**config.mk**
```make
export PLATFORM = sky130hd
export DESIGN_NAME = core_run_controller
export DESIGN_NICKNAME = d
export VERILOG_FILES = /design/src/rtl/tdc_pkg.sv /design/src/rtl/ctrl_step_counter.sv /design/src/rtl/core_run_controller.sv
export SDC_FILE = /design/constraint.sdc
export NUM_CORES = 1
export LEC_CHECK = 0
export BUFFER_PORTS_ARGS = -buffer_cell sky130_fd_sc_hd__buf_2
export CAP_MARGIN = 20
export CORE_MARGIN = 1
export CORE_UTILIZATION = 50
export CTS_BUF_LIST = sky130_fd_sc_hd__clkbuf_8 sky130_fd_sc_hd__clkbuf_16
export DETAILED_ROUTE_END_ITERATION = 7
export PLACE_DENSITY_LB_ADDON = 0.08
export RECOVER_POWER = 100
export SLEW_MARGIN = 30
export SYNTH_ARGS = -nofsm -noshare
export SYNTH_HDL_FRONTEND = slang
export SYNTH_HIERARCHICAL = 1
export SYNTH_SLANG_ARGS = --single-unit
```
**constraint.sdc**
```tcl
create_clock -name clock -period 5.4 [get_ports clock]
set_input_delay 0.81 -clock clock [delete_from_list [all_inputs] [get_ports clock]]
set_output_delay 0.81 -clock clock [all_outputs]
set_load 0.05 [all_outputs]
```
**src/rtl/tdc_pkg.sv**
```systemverilog
// Shared types for the tinydumbcpu job controller.
package tdc_pkg;

    localparam int unsigned OPCODE_W = 3;

    typedef enum logic [2:0] {
        StIdle,
        StLoad,
        StClear,
        StRun,
        StDone
    } ctrl_state_t;

    typedef enum logic [1:0] {
        ExitNone    = 2'd0,
        ExitOk      = 2'd1,
        ExitTimeout = 2'd2,
        ExitAborted = 2'd3
    } exit_status_t;

endpackage

```
**src/rtl/ctrl_step_counter.sv**
```systemverilog
// Saturating RUN-cycle counter with a step-limit compare (limit 0 = unlimited).
module ctrl_step_counter #(
    parameter int unsigned STEP_W = 32
) (
    input  logic              clock,
    input  logic              reset_n,
    input  logic              clear,
    input  logic              enable,
    input  logic [STEP_W-1:0] limit,
    output logic              timeout
);

    logic [STEP_W-1:0] count_q, count_d;

    // Next count: clear wins, otherwise count up and stick at all-ones.
    always_comb begin
        count_d = count_q;
        if (clear) begin
            count_d = '0;
        end else if (enable && (count_q != {STEP_W{1'b1}})) begin
            count_d = count_q + STEP_W'(1);
        end
    end

    // Counter register.
    always_ff @(posedge clock) begin
        if (!reset_n) begin
            count_q <= '0;
        end else begin
            count_q <= count_d;
        end
    end

    assign timeout = (limit != '0) && (count_q == limit);

endmodule

```
**src/rtl/core_run_controller.sv**
```systemverilog
// Job sequencer: loads program ROM, zero-fills tape, runs the core and reports exit status.
module core_run_controller
    import tdc_pkg::*;
#(
    parameter int unsigned PC_W     = 16,
    parameter int unsigned TAPE_AW  = 16,
    parameter int unsigned STEP_W   = 32,
    parameter bit          CLEAR_EN = 1'b1
) (
    input  logic                clock,
    input  logic                reset_n,
    input  logic                host_start,
    input  logic                host_abort,
    input  logic [PC_W-1:0]     host_prog_len,
    input  logic [STEP_W-1:0]   step_limit,
    input  logic                host_op_valid,
    input  logic [OPCODE_W-1:0] host_op_data,
    output logic                host_op_ready,
    output logic                pmem_we,
    output logic [PC_W-1:0]     pmem_addr,
    output logic [OPCODE_W-1:0] pmem_data_write,
    output logic                tape_clr_we,
    output logic [TAPE_AW-1:0]  tape_clr_addr,
    output logic                tape_owner,
    output logic                core_reset_n,
    input  logic [PC_W-1:0]     core_pc,
    output logic                busy,
    output logic                done,
    output logic [1:0]          exit_status
);

    localparam ctrl_state_t AfterLoad = ctrl_state_t'(CLEAR_EN ? StClear : StRun);

    ctrl_state_t         state_q, state_d;
    exit_status_t        status_q, status_d;
    logic [PC_W-1:0]     len_q, len_d;
    logic [STEP_W-1:0]   limit_q, limit_d;
    logic [PC_W-1:0]     op_idx_q, op_idx_d;
    logic                pmem_we_q, pmem_we_d;
    logic [PC_W-1:0]     pmem_addr_q, pmem_addr_d;
    logic [OPCODE_W-1:0] pmem_data_q, pmem_data_d;
    logic [TAPE_AW-1:0]  clr_addr_q, clr_addr_d;
    logic                ready_q, ready_d;
    logic                clr_we_q, clr_we_d;
    logic                owner_q, owner_d;
    logic                core_rst_n_q, core_rst_n_d;
    logic                busy_q, busy_d;
    logic                done_q, done_d;
    logic                run_timeout;

    ctrl_step_counter #(
        .STEP_W (STEP_W)
    ) u_step_counter (
        .clock   (clock),
        .reset_n (reset_n),
        .clear   (state_q != StRun),
        .enable  (state_q == StRun),
        .limit   (limit_q),
        .timeout (run_timeout)
    );

    // Next-state, job bookkeeping and registered-output decode.
    always_comb begin
        state_d     = state_q;
        status_d    = status_q;
        len_d       = len_q;
        limit_d     = limit_q;
        op_idx_d    = op_idx_q;
        pmem_we_d   = 1'b0;
        pmem_addr_d = pmem_addr_q;
        pmem_data_d = pmem_data_q;
        clr_addr_d  = '0;

        unique case (state_q)
            StIdle, StDone: begin
                if (host_start) begin
                    len_d    = host_prog_len;
                    limit_d  = step_limit;
                    op_idx_d = '0;
                    status_d = ExitNone;
                    state_d  = (host_prog_len == '0) ? AfterLoad : StLoad;
                end
            end
            StLoad: begin
                if (host_abort) begin
                    state_d  = StDone;
                    status_d = ExitAborted;
                end else if (host_op_valid) begin
                    // Ready is always high in LOAD, so valid alone is a handshake.
                    pmem_we_d   = 1'b1;
                    pmem_addr_d = op_idx_q;
                    pmem_data_d = host_op_data;
                    op_idx_d    = op_idx_q + PC_W'(1);
                    if (op_idx_q == len_q - PC_W'(1)) begin
                        state_d = AfterLoad;
                    end
                end
            end
            StClear: begin
                clr_addr_d = clr_addr_q + TAPE_AW'(1);
                if (host_abort) begin
                    state_d  = StDone;
                    status_d = ExitAborted;
                end else if (clr_addr_q == {TAPE_AW{1'b1}}) begin
                    state_d = StRun;
                end
            end
            StRun: begin
                if (host_abort) begin
                    state_d  = StDone;
                    status_d = ExitAborted;
                end else if (run_timeout) begin
                    state_d  = StDone;
                    status_d = ExitTimeout;
                end else if (core_pc >= len_q) begin
                    state_d  = StDone;
                    status_d = ExitOk;
                end
            end
            default: begin
                state_d = StIdle;
            end
        endcase

        ready_d      = (state_d == StLoad);
        clr_we_d     = (state_d == StClear);
        core_rst_n_d = (state_d == StRun);
        owner_d      = (state_d == StRun) || (state_d == StDone);
        busy_d       = (state_d == StLoad) || (state_d == StClear) || (state_d == StRun);
        done_d       = (state_d == StDone);
    end

    // State and output registers.
    always_ff @(posedge clock) begin
        if (!reset_n) begin
            state_q      <= StIdle;
            status_q     <= ExitNone;
            len_q        <= '0;
            limit_q      <= '0;
            op_idx_q     <= '0;
            pmem_we_q    <= 1'b0;
            pmem_addr_q  <= '0;
            pmem_data_q  <= '0;
            clr_addr_q   <= '0;
            ready_q      <= 1'b0;
            clr_we_q     <= 1'b0;
            owner_q      <= 1'b0;
            core_rst_n_q <= 1'b0;
            busy_q       <= 1'b0;
            done_q       <= 1'b0;
        end else begin
            state_q      <= state_d;
            status_q     <= status_d;
            len_q        <= len_d;
            limit_q      <= limit_d;
            op_idx_q     <= op_idx_d;
            pmem_we_q    <= pmem_we_d;
            pmem_addr_q  <= pmem_addr_d;
            pmem_data_q  <= pmem_data_d;
            clr_addr_q   <= clr_addr_d;
            ready_q      <= ready_d;
            clr_we_q     <= clr_we_d;
            owner_q      <= owner_d;
            core_rst_n_q <= core_rst_n_d;
            busy_q       <= busy_d;
            done_q       <= done_d;
        end
    end

    assign host_op_ready   = ready_q;
    assign pmem_we         = pmem_we_q;
    assign pmem_addr       = pmem_addr_q;
    assign pmem_data_write = pmem_data_q;
    assign tape_clr_we     = clr_we_q;
    assign tape_clr_addr   = clr_addr_q;
    assign tape_owner      = owner_q;
    assign core_reset_n    = core_rst_n_q;
    assign busy            = busy_q;
    assign done            = done_q;
    assign exit_status     = status_q;

endmodule

```
## Word level (Yosys, flattened, before mapping)

Index checks and enable logic that the tools add are counted.

| storage, ports and cells | value |
|---|---|
| word-level logic and storage cells | 83 |
| register bits after elaboration | 143 |

| operators by class | value |
|---|---|
| muxes and demuxes | 22 |
| bitwise gates (word level) | 3 |
| add/subtract/negate cells | 4 |
| $lt $le $gt $ge | 1 |
| eq/ne operators | 18 |
| reduce and logical (&&, ||, !) cells | 19 |

Operator list:

| operator | number |
|---|---|
| 16-bit two-way mux | 3 |
| 16-bit by 1-bit adder with 16-bit output, second input constant | 2 |
| 32-bit by 1-bit adder with 32-bit output, second input constant | 1 |
| 32-bit equality test | 1 |
| 32-bit inequality test, second input constant | 1 |
| 16-bit one-hot mux with 2 select lines | 1 |
| 32-bit nonzero test | 1 |
| 3-bit two-way mux | 9 |
| 16-bit equality test | 1 |
| 16-bit equality test, second input constant | 1 |
| 16-bit greater-or-equal comparator | 1 |
| 16-bit logical NOT | 1 |
| 16-bit by 1-bit subtractor with 16-bit output, second input constant | 1 |
| 3-bit by 2-bit equality test with 1-bit output, second input constant | 4 |
| 2-bit two-way mux | 6 |
| 3-bit one-hot mux with 4 select lines | 1 |
| 4-bit AND reduction | 2 |
| 3-bit by 1-bit equality test with 1-bit output, second input constant | 2 |
| 3-bit equality test, second input constant | 2 |
| 2-bit inequality test, second input constant | 3 |
| 2-bit one-hot mux with 3 select lines | 1 |
| 2-bit OR reduction | 3 |
| 4-bit inequality test, second input constant | 1 |
| 2-bit AND reduction | 2 |
| other kinds (11) | 16 |

## Longest topological paths before layout

| depth | value |
|---|---|
| word-level depth | 9 |
| gate-level depth with buffers | 12 |
| depth with buffers taken out | 11 |

## By module

The synthesis kept the hierarchy.

By module, submodules not included:

| module | area each (µm²) | instances | sequential area each (µm²) | cells each |
|---|---|---|---|---|
| core_run_controller | 5,116.2 | 1 | 2,222.1 | 643 |
| ctrl_step_counter | 2,133.3 | 1 | 640.6 | 254 |

## Worst setup path after synthesis

Ideal clock, no wire load.

| timing path | value |
|---|---|
| path kind | input to register |
| from | input port core_pc[11] |
| to | register status_q[1] (netlist: exit_status[1]) |
| path buffers | 0 |
| arrival time | 2,657 ps |
| path slack | 2,672 ps |
| setup time | 70 ps |
| cell stages on the path | 9 |
| cells stage by stage | ha_1 -> and3_1 -> a221oi_1 -> nand3b_1 -> a41oi_1 -> o21bai_1 -> a221o_1 -> or2_2 -> a21oi_1 |

| between the ends | value |
|---|---|
| cells in the longest elaborated chain, start to end | 3 |

Ends and longest elaborated chain:

| item | RTL line | text |
|---|---|---|
| from (decl) | core_run_controller.sv:26 | `input logic [PC_W-1:0] core_pc,` |
| 16-bit greater-or-equal comparator | core_run_controller.sv:115 | `end else if (core_pc >= len_q) begin` |
| 4-bit inequality test (no line) | n/a |  |
| 4-bit AND reduction (no line) | n/a |  |
| to (signal assigned) | core_run_controller.sv:137 | `status_q <= ExitNone;` |
| to (signal assigned) | core_run_controller.sv:153 | `status_q <= status_d;` |
| to (decl) | core_run_controller.sv:35 | `exit_status_t status_q, status_d;` |

No other way between the ends.
A chain may end at the register's enable or synchronous reset.

## Final worst setup path

| timing path | value |
|---|---|
| from | register state_q[1] |
| to | register op_idx_q[7] |

| between the ends | value |
|---|---|
| cells in the longest elaborated chain, start to end | 4 |

Ends and longest elaborated chain:

| item | RTL line | text |
|---|---|---|
| from (decl) | core_run_controller.sv:34 | `ctrl_state_t state_q, state_d;` |
| from (signal assigned) | core_run_controller.sv:136 | `state_q <= StIdle;` |
| from (signal assigned) | core_run_controller.sv:152 | `state_q <= state_d;` |
| 3-bit equality test / 3-bit logical NOT (equally long branches) | core_run_controller.sv:74 | `unique case (state_q)` |
| 2-bit OR reduction | core_run_controller.sv:74 |  |
| 2-bit inequality test (no line) / 2-bit nonzero test (equally long branches) | n/a |  |
| 4-bit AND reduction (no line) | n/a |  |
| to (signal assigned) | core_run_controller.sv:156 | `op_idx_q <= op_idx_d;` |
| to (decl) | core_run_controller.sv:38 | `logic [PC_W-1:0] op_idx_q, op_idx_d;` |

Several ways; a longest one is shown, not always the timed one.

==> results.ini <==
[timing]
setup_viol = 0
finalHoldViolCount = 0
timing.final.crit_share = 0.6940
tightestPinTransition_ps = 2340
layout_min_cycle_time_ps = 3748
rsz0062_at_grt = no
relSlewSlack = -0.5603
fmax_mhz = 266.8
finalMaxSlewViolations = 51
setup_tns_ps = 0
fin_skew_ps = 8.389

[synthesis]
syn_inst = 897
synth-async-reset-ratio = 0
synth_top_area_share = 0.3949
syn_avg_cell_area_sq_um = 8.082
synth_top_area_cell = dfxtp_1
synthTopCellsByArea = dfxtp_1 39%, nand2_1 8.9%, xor2_1 7.4%
syn_area_sq_um = 7249
ys.flop_type = dfxtp_1
seq_area_frac_synth = 0.3949
synthDistinctLibCells = 69
mappedNetlistNets = 989
synth_edf_count = 0
ys_ff_latch = 143
ys_warn_count = 6

[pwr]
peakVddDrop_mv = 0.2309
clock_power_share = 0.451
total_power_mw = 2.479
seqPwrFrac = 0.450
p_leak_nw = 3.142
p_comb_frac = 0.099
intPower_mw = 1.837
p_switching_mw = 0.6414
swShare = 0.2588
p_per_area_nw_per_um2 = 298.1

[grt]
grt_pass1_wl_mm = 29.89
antenna_found_initial = 0
grt_pass1_vias = 5900
grt_max_degree = 63
gr-total-overflow = 0
grt_use_total = 0.2586

[final_layout]
fill_cells = 1368
fin_nets = 1082
diodes = 0
layout_common_cells = 171 x nand2_1, 143 x dfxtp_1, 100 x a21oi_1, 70 x buf_2, 65 x nor2_1
drive_above_1_share = 0.1226
final_common_cell = nand2_1
instances_no_fill = 1183
syn2layout_area_growth_pct = 14.69

[clocking]
clkTransAtPathRegs_ps = 60
cts_tree = yes
postCtsResizedCells = 0
h-tree-depth = 4
cts.sinks = 143
clkLatencyLatePin_ps = 420
clock_path_buffers = 2
cts_hold_buf = 0
cts_made_buffers = 17
cts_root_buffer = clkbuf_16
post_cts_buffers = 0

[route]
routed_via_density = 5.569
wl_per_cell_um = 15.85
antenna_left = 0
drc = 0
first_iter_violations = 639
drt_first_pass_iters = 5
wl_mm = 18.75
via_count = 6588

[critical_path]
cp_num_buf_inv = 1
slowest_stage = clkbuf_1
critPathTopFamily = buffers and inverters
cp_slowest_stage_delay_ps = 1670
cp-start-kind = flip-flop
path_cells = nor2_1 > nand2_1 > clkbuf_1 > nand2_1 > a21oi_1
worstSetupPathType = reg -> reg
cp_max_fo = 50
reg2reg_setup_slack_ps = 1650
cp.arrival_ps = 4080
crit_start = state_q[1]
reg2reg_from = state_q[1]
reg2reg_to = op_idx_q[7]
worstSetupEndpointType = flip-flop
crit_top_cell = nand2_1
cp.required_ps = 5730
reg2reg_depth = 5

[status]
violations = capacitance limit, slew limit
status = complete, but fails checks

[min_path]
hold_class = reg -> reg
holdPathStages = 2
hp-start = pmem_addr[6]
whs_endpoint = pmem_addr[6]

[floorplan]
core_area_sq_um = 13990
pin_count = 116
die_area_sq_um = 14980
die_w_um = 122.4
initial_core_util = 0.5182
row_count = 43
die_y_um = 122.4

[placed_design]
place_hpwl_mm = 13.44
dpl.cell_count = 1150
routabilityCongestion = 0.8608
port_buffers = 115

[job]
drv_cap = 1

[sequential cells by signal, indices dropped and copies added, names as in the netlist]
name / flops
tape_clr_addr: 16
u_step_counter/count_q: 32
tape_clr_we: 1
host_op_ready: 1
len_q: 16
pmem_addr: 16
tape_owner: 1
pmem_data_write: 3
op_idx_q: 16
state_q: 3
exit_status: 2
done: 1
busy: 1
core_reset_n: 1
pmem_we: 1
limit_q: 32
[how the worst max path moves through the flow]
stage	endpoint	slack (ps)	cells past startpoint
global placement	op_idx_q[15]	1970	8
global route	op_idx_q[5]	1210	5
CTS	op_idx_q[15]	2340	8
detailed placement	op_idx_q[15]	1900	8
floorplan	exit_status[1]	2670	9
finish	op_idx_q[7]	1650	5
[cells in the mapped netlist (all sizes together) (2+ instances only)]
library cell and instances:
nand2 173, dfxtp 143, a21oi 101, nor2 65
xor2 61, clkbuf 33, nor4 29, inv 28
o21ai 28, xnor2 25, nand3 22, nand4 22
or3 21, ha 20, or4 13, and3 12
buf 12, and4 10, nor3 9, o31ai 8
a211oi 6, and2 6, nand2b 6, nor4b 4
mux2i 3, nand3b 3, o211ai 3, a21o 2
a31oi 2, a41o 2, nor2b 2, o22ai 2
o31a 2, o41ai 2, or2 2, or4b 2
[metal layers]
| layer | vias to the layer above | GRT usage | wire (um) |
|---|---|---|---|
| li1 | 3338 | - | - |
| met1 | 3010 | 0.3691 | 9259 |
| met2 | 221 | 0.3869 | 7937 |
| met3 | 19 | 0.06087 | 1320 |
| met4 | 0 | 0.07012 | 232 |
| met5 | - | 0 | 0 |
[worst reg2reg max path: stages, from the launching register on]
cell and delay (ps):
dfxtp_1 490, nor2_1 150, nand2_1 120, clkbuf_1 1670, nand2_1 910, a21oi_1 330
[cell type report]
cell class,instances,area (sq um),share of cell area
Timing Repair Buffer,119,541.8,0.06516
Multi-Input combinational cell,681,4014,0.4828
Tap cell,180,225.2,0.02709
Sequential cell,143,2863,0.3443
Inverter,28,105.1,0.01264
Clock buffer,19,452.9,0.05448
Clock inverter,13,112.6,0.01354
[stage by stage]
stage | worst slack, ps | area [sq um] | util | hold WS (ps)
floorplan | 2672 | 7249 | - | 460.5
global placement | 1967 | 7868 | 0.5624 | 442.6
detailed placement | 1905 | 7868 | 0.5624 | 445.1
CTS | 2337 | 8433 | 0.6029 | 453.3
global route | 1210 | 8314 | 0.5944 | 467.2
finish | 1652 | 8314 | 0.5944 | 453.1
[kinds of logic after synthesis]
kind of cell    synth area share
simple gates              0.2812
fa+ha+maj                0.03452
compound gates            0.1384
flops                     0.3949
mux                     0.004142
buf+inv                  0.04297
xor+xnor                  0.1039
[power groups by stage]
stage | clock network, mW | logic [mW] | registers, mW
after CTS | 1.13 | 0.247 | 1.12
final | 1.12 | 0.245 | 1.12
after global routing | 1.18 | 0.275 | 1.12
after floorplan | 0 | 0.166 | 1.14
after detailed placement | 0 | 0.245 | 1.14
after global placement | 0 | 0.242 | 1.14
No activity file was read; power rests on OpenSTA's default activity.
